## src/rtl/async_xfer_pkg.sv

```systemverilog
// Types and constants shared by the transfer sequencer, the handshake engine
// and their benches.
package async_xfer_pkg;

   typedef enum logic [1:0] {
      IDLE = 2'd0,
      BUSY = 2'd1,
      RESP = 2'd2
   } xfer_state_t;

   // Data width of the engine's native data path.
   localparam int XFER_DW = 4;

   typedef struct packed {
      logic               rw;
      logic [XFER_DW-1:0] data;
   } xfer_cmd_t;

   localparam logic RW_WRITE = 1'b0;
   localparam logic RW_READ  = 1'b1;

endpackage

```

## src/rtl/xfer_cmd_fifo.sv

```systemverilog
// Small synchronous command FIFO with a combinational head output.
// Pointers wrap naturally because DEPTH is a power of two.
module xfer_cmd_fifo #(
   parameter int DEPTH = 4,
   parameter int W     = 5
) (
   input  logic                         clk,
   input  logic                         rst,
   input  logic                         push,
   input  logic                         pop,
   input  logic [W-1:0]                 wdata,
   output logic [W-1:0]                 rdata,
   output logic                         full,
   output logic                         empty,
   output logic [$clog2(DEPTH+1)-1:0]   level
);

   localparam int AW = $clog2(DEPTH);
   localparam int LW = $clog2(DEPTH+1);

   logic [W-1:0]  mem [DEPTH];
   logic [AW-1:0] wptr;
   logic [AW-1:0] rptr;
   logic          do_push;
   logic          do_pop;

   assign do_push = push && !full;
   assign do_pop  = pop && !empty;

   assign full  = (level == LW'(DEPTH));
   assign empty = (level == '0);
   assign rdata = mem[rptr];

   always_ff @(posedge clk) begin
      if (do_push) begin
         mem[wptr] <= wdata;
      end
   end

   always_ff @(posedge clk or negedge rst) begin
      if (!rst) begin
         wptr  <= '0;
         rptr  <= '0;
         level <= '0;
      end else begin
         if (do_push) begin
            wptr <= wptr + AW'(1);
         end
         if (do_pop) begin
            rptr <= rptr + AW'(1);
         end
         case ({do_push, do_pop})
            2'b10:   level <= level + LW'(1);
            2'b01:   level <= level - LW'(1);
            default: level <= level;
         endcase
      end
   end

endmodule

```

## src/rtl/async_xfer_sequencer.sv

```systemverilog
// Queues write/read commands and feeds them one at a time to the async
// handshake engine, returning one response (data or timeout error) per command.
module async_xfer_sequencer
   import async_xfer_pkg::*;
#(
   parameter int DEPTH   = 4,
   parameter int DW      = 4,
   parameter int TIMEOUT = 16
) (
   input  logic                         clk,
   input  logic                         rst,
   input  logic                         cmd_valid,
   output logic                         cmd_ready,
   input  logic                         cmd_rw,
   input  logic [DW-1:0]                cmd_data,
   output logic                         link_start,
   output logic                         link_rw,
   output logic [DW-1:0]                link_wdata,
   input  logic                         link_done,
   input  logic [DW-1:0]                link_rdata,
   output logic                         rsp_valid,
   input  logic                         rsp_ready,
   output logic [DW-1:0]                rsp_data,
   output logic                         rsp_err,
   output logic                         busy,
   output logic [$clog2(DEPTH+1)-1:0]   level
);

   localparam int                CW   = $clog2(TIMEOUT);
   localparam logic [CW-1:0]     TMAX = CW'(TIMEOUT - 1);

   xfer_state_t   state;
   logic [CW-1:0] tcount;
   logic [DW:0]   head;
   logic          full;
   logic          empty;
   logic          push;
   logic          pop;

   // No bypass: a full FIFO refuses pushes even when a pop lands the same cycle.
   assign cmd_ready = rst && !full;
   assign push      = cmd_valid && cmd_ready;
   assign pop       = (state == BUSY) && (link_done || (tcount == TMAX));

   assign rsp_valid = (state == RESP);
   assign busy      = (state != IDLE);

   xfer_cmd_fifo #(
      .DEPTH (DEPTH),
      .W     (DW + 1)
   ) u_fifo (
      .clk   (clk),
      .rst   (rst),
      .push  (push),
      .pop   (pop),
      .wdata ({cmd_rw, cmd_data}),
      .rdata (head),
      .full  (full),
      .empty (empty),
      .level (level)
   );

   // Passing through IDLE between commands guarantees the engine a low
   // cycle on link_start to re-arm; link_done takes priority over timeout.
   always_ff @(posedge clk or negedge rst) begin
      if (!rst) begin
         state      <= IDLE;
         tcount     <= '0;
         link_start <= 1'b0;
         link_rw    <= 1'b0;
         link_wdata <= '0;
         rsp_data   <= '0;
         rsp_err    <= 1'b0;
      end else begin
         case (state)
            IDLE: begin
               if (!empty) begin
                  state      <= BUSY;
                  link_start <= 1'b1;
                  link_rw    <= head[DW];
                  link_wdata <= head[DW-1:0];
                  tcount     <= '0;
               end
            end
            BUSY: begin
               if (link_done) begin
                  state      <= RESP;
                  link_start <= 1'b0;
                  rsp_err    <= 1'b0;
                  rsp_data   <= (link_rw == RW_READ) ? link_rdata : '0;
               end else if (tcount == TMAX) begin
                  state      <= RESP;
                  link_start <= 1'b0;
                  rsp_err    <= 1'b1;
                  rsp_data   <= '0;
               end else begin
                  tcount <= tcount + CW'(1);
               end
            end
            RESP: begin
               if (rsp_ready) begin
                  state <= IDLE;
               end
            end
            default: state <= IDLE;
         endcase
      end
   end

endmodule

```

## config.mk

```make
export PLATFORM = sky130hd
export DESIGN_NAME = async_xfer_sequencer
export DESIGN_NICKNAME = d
export VERILOG_FILES = /design/src/rtl/async_xfer_pkg.sv /design/src/rtl/xfer_cmd_fifo.sv /design/src/rtl/async_xfer_sequencer.sv
export SDC_FILE = /design/constraint.sdc
export NUM_CORES = 1
export LEC_CHECK = 0
export BUFFER_PORTS_ARGS = -buffer_cell sky130_fd_sc_hd__buf_2
export CORE_ASPECT_RATIO = 1.1
export CORE_MARGIN = 3
export CORE_UTILIZATION = 59
export DETAILED_ROUTE_END_ITERATION = 7
export GPL_TIMING_DRIVEN = 0
export HOLD_SLACK_MARGIN = 0.15
export PLACE_DENSITY = 0.83
export SYNTH_ARGS = -nofsm -noshare
export SYNTH_HDL_FRONTEND = slang
export SYNTH_HIERARCHICAL = 1
export SYNTH_SLANG_ARGS = --single-unit
```

## constraint.sdc

```tcl
create_clock -name clk -period 6.4 [get_ports clk]
set_input_delay 0.64 -clock clk [delete_from_list [all_inputs] [get_ports clk]]
set_output_delay 0.64 -clock clk [all_outputs]
set_load 0.05 [all_outputs]
```

==> metrics <==
root buffer cell=clkbuf_4; Post-Syn Instances=136; status=finished, final reports clean; Hold Fails Final Rpt=0; clk slew on worst S/H paths=120 ps; Hold WC Path Type=primary input to async pin; most common cell after layout, fill and taps aside=buf_2; Rel. slew slack=0.5346; Setup WS post-layout=3749 ps; routed vias=1189; P&R area growth vs syn=12.52%; sequential-to-total area share from yosys stat=0.6099; drt initial violations=60; dpl cells=199; drt drc=0; Nets=193; Final Util=0.7087; vias in the first global route=1210; Net Sw Frac=0.4459; Worst Setup End Kind=flip-flop; R2R setup slack=3750 ps; design area=0.002216 mm^2; die area=0.004068 mm^2; Comb power frac=0.490; r2r endpoint=u_fifo/level[2]; ANT cells=0; RSZ-0062 raised after global routing=no; Flop pwr share=0.391; GR Overflow Total=0; CTS H-Tree Depth=2; # rows=21; hpwl dp=2513 um; average size of a mapped cell=14.48 um^2; Distinct cells, synth=39; power per cell area=508.9 mW/mm^2; CP arrival=2920 ps; Max Cap Viol=0; Setup CP Type=flip-flop to flip-flop; core footprint=0.003127 mm^2; Setup Fix Bufs, Post-CTS=0; synthesis-stage register bit count=44; number of synthesized flops with an enable pin=20; Final ANT Viol Nets=0; CTS tree=done; Die Height=66.60 um; Least-Margin Pin Slew=692.8 ps; ys flop type=dfrtp_1; DRT Pass-1 Iters=4; post-route setup TNS=0 ps; total global-route track usage=0.1945; Worst Setup SP=tcount[0]; vias per inst=5.744; Placed Area=0.002157 mm^2; global-route wire length before repair=5602 um; die width=61.09 um; layout cells sized above 1=0.3410; Peak Freq=377.2 MHz; Final setup viols=0; reg-to-reg startpoint=tcount[0]; clk_lat worst skew=340 ps; startpoint types=flip-flop; Final Max Tran Viols=0; FILL cells=213; Routed WL=3373 um; most frequent cells in the layout=buf_2, dfrtp_1, edfxtp_1; Synth Cell Area=0.001969 mm^2; ys async rst share=0.5455; CTS buffer count=5; Resize count post-CTS=0; Tcrit/Tclk final=0.4143; Clock Power Share=0.119; largest net degree at the start of global routing=26; maximum VDD drop=0.3243 mV; GP Congestion=0.7911; fin crit period=2651 ps; cell-internal power=624.9 uW; Crit path required time=6670 ps; CTS Buffer Depth=2; Post-Place Worst Slack=3654 ps; # clock sinks=44; CTS Hold Bufs=0; leakage power total=0.9755 nW; Yosys warning count=6; skew final=9.308 ps; Max FO, Critical Path=7; initial core utilization=0.6299; boundary pin count=31; depth of the most critical reg-to-reg path=11; port buffer count=29; syn nets=157; Psw=502.9 uW; WL/cell=16.29 um; initial antenna violation count=0; non-filler instance count after layout=207
[kinds of logic after synthesis]
logic type	after synthesis	share of synthesized area
flip-flops	44	0.6099
AND/OR/NAND/NOR	33	0.1156
AO/OA/AOI/OAI	22	0.07306
buffers and inverters	12	0.02795
multiplexers	12	0.09847
adder cells (fa/ha/maj)	7	0.04828
XOR/XNOR	6	0.02669
[cell type report]
type | count | area (um^2) | share of cell area
Buffer | 4 | 25.02 | 0.01129
Clock buffer | 8 | 58.81 | 0.02654
Inverter | 8 | 30.03 | 0.01355
Multi-Input combinational cell | 80 | 713.2 | 0.3219
Sequential cell | 44 | 1201 | 0.5421
Tap cell | 34 | 42.54 | 0.01920
Timing Repair Buffer | 29 | 145.1 | 0.06550
[power by group through the flow]
stage	clock network (mW)	logic, mW	registers (mW)
finish	0.135	0.552	0.441
global route	0.153	0.600	0.453
CTS	0.138	0.559	0.442
detailed placement	0	0.557	0.449
global placement	0	0.536	0.440
floorplan	0	0.285	0.589
[metrics by stage]
step	hold slack (ps)	total power, mW
final	264.1	1.128
after global placement	456.2	0.9765
after floorplan	344.4	0.8741
after detailed placement	469.4	1.007
after global routing	274.3	1.205
after CTS	278.9	1.139
[worst max path at each step]
stage,endpoint
2_1_floorplan,u_fifo/level[2]
3_3_place_gp,u_fifo/level[2]
3_5_place_dp,u_fifo/level[2]
4_1_cts,u_fifo/level[2]
5_1_grt,u_fifo/level[2]
6_report,u_fifo/level[2]
[cells in the mapped netlist (2+ instances only)]
| cell type | count | area [um^2] |
|---|---|---|
| o21ai_0 | 11 | 55.05 |
| ha_1 | 6 | 75.07 |
| nor2b_1 | 3 | 18.77 |
| nor3b_1 | 2 | 15.01 |
| dfrtp_1 | 24 | 600.6 |
| edfxtp_1 | 20 | 600.6 |
| mux2_2 | 5 | 56.30 |
| nand2b_1 | 2 | 12.51 |
| nand3_1 | 8 | 40.04 |
| and2_2 | 4 | 30.03 |
| mux4_2 | 5 | 112.6 |
| o22a_1 | 2 | 17.52 |
| inv_1 | 8 | 30.03 |
| xor2_1 | 3 | 26.28 |
| nand2_1 | 3 | 11.26 |
| xnor2_1 | 3 | 26.28 |
| a31oi_1 | 2 | 12.51 |
| nor2_1 | 4 | 15.01 |
[sequential cells by signal, indices dropped and copies added (netlist names)]
name	count
link_start	1
rsp_err	1
u_fifo/mem	20
link_wdata	4
rsp_data	4
u_fifo/wptr	2
u_fifo/level	3
state	2
u_fifo/rptr	2
tcount	4
link_rw	1
[critical path, stage by stage (launching register included)]
cell and delay, ps:
dfrtp_1 480, ha_1 290, a31o_2 210, nand2_1 180
inv_1 150, o31a_2 180, ha_1 210, inv_1 70
fa_1 370, xor2_1 150, nor2_1 110, xor2_1 170
[routing by layer]
metal	global-route usage	vias to the layer above	routed length, um
met5	0	-	0
met1	0.2458	592	1438
li1	-	565	-
met4	0.06504	0	46
met3	0.05814	5	156
met2	0.3148	27	1730
Power figures use the tool's default switching activity.
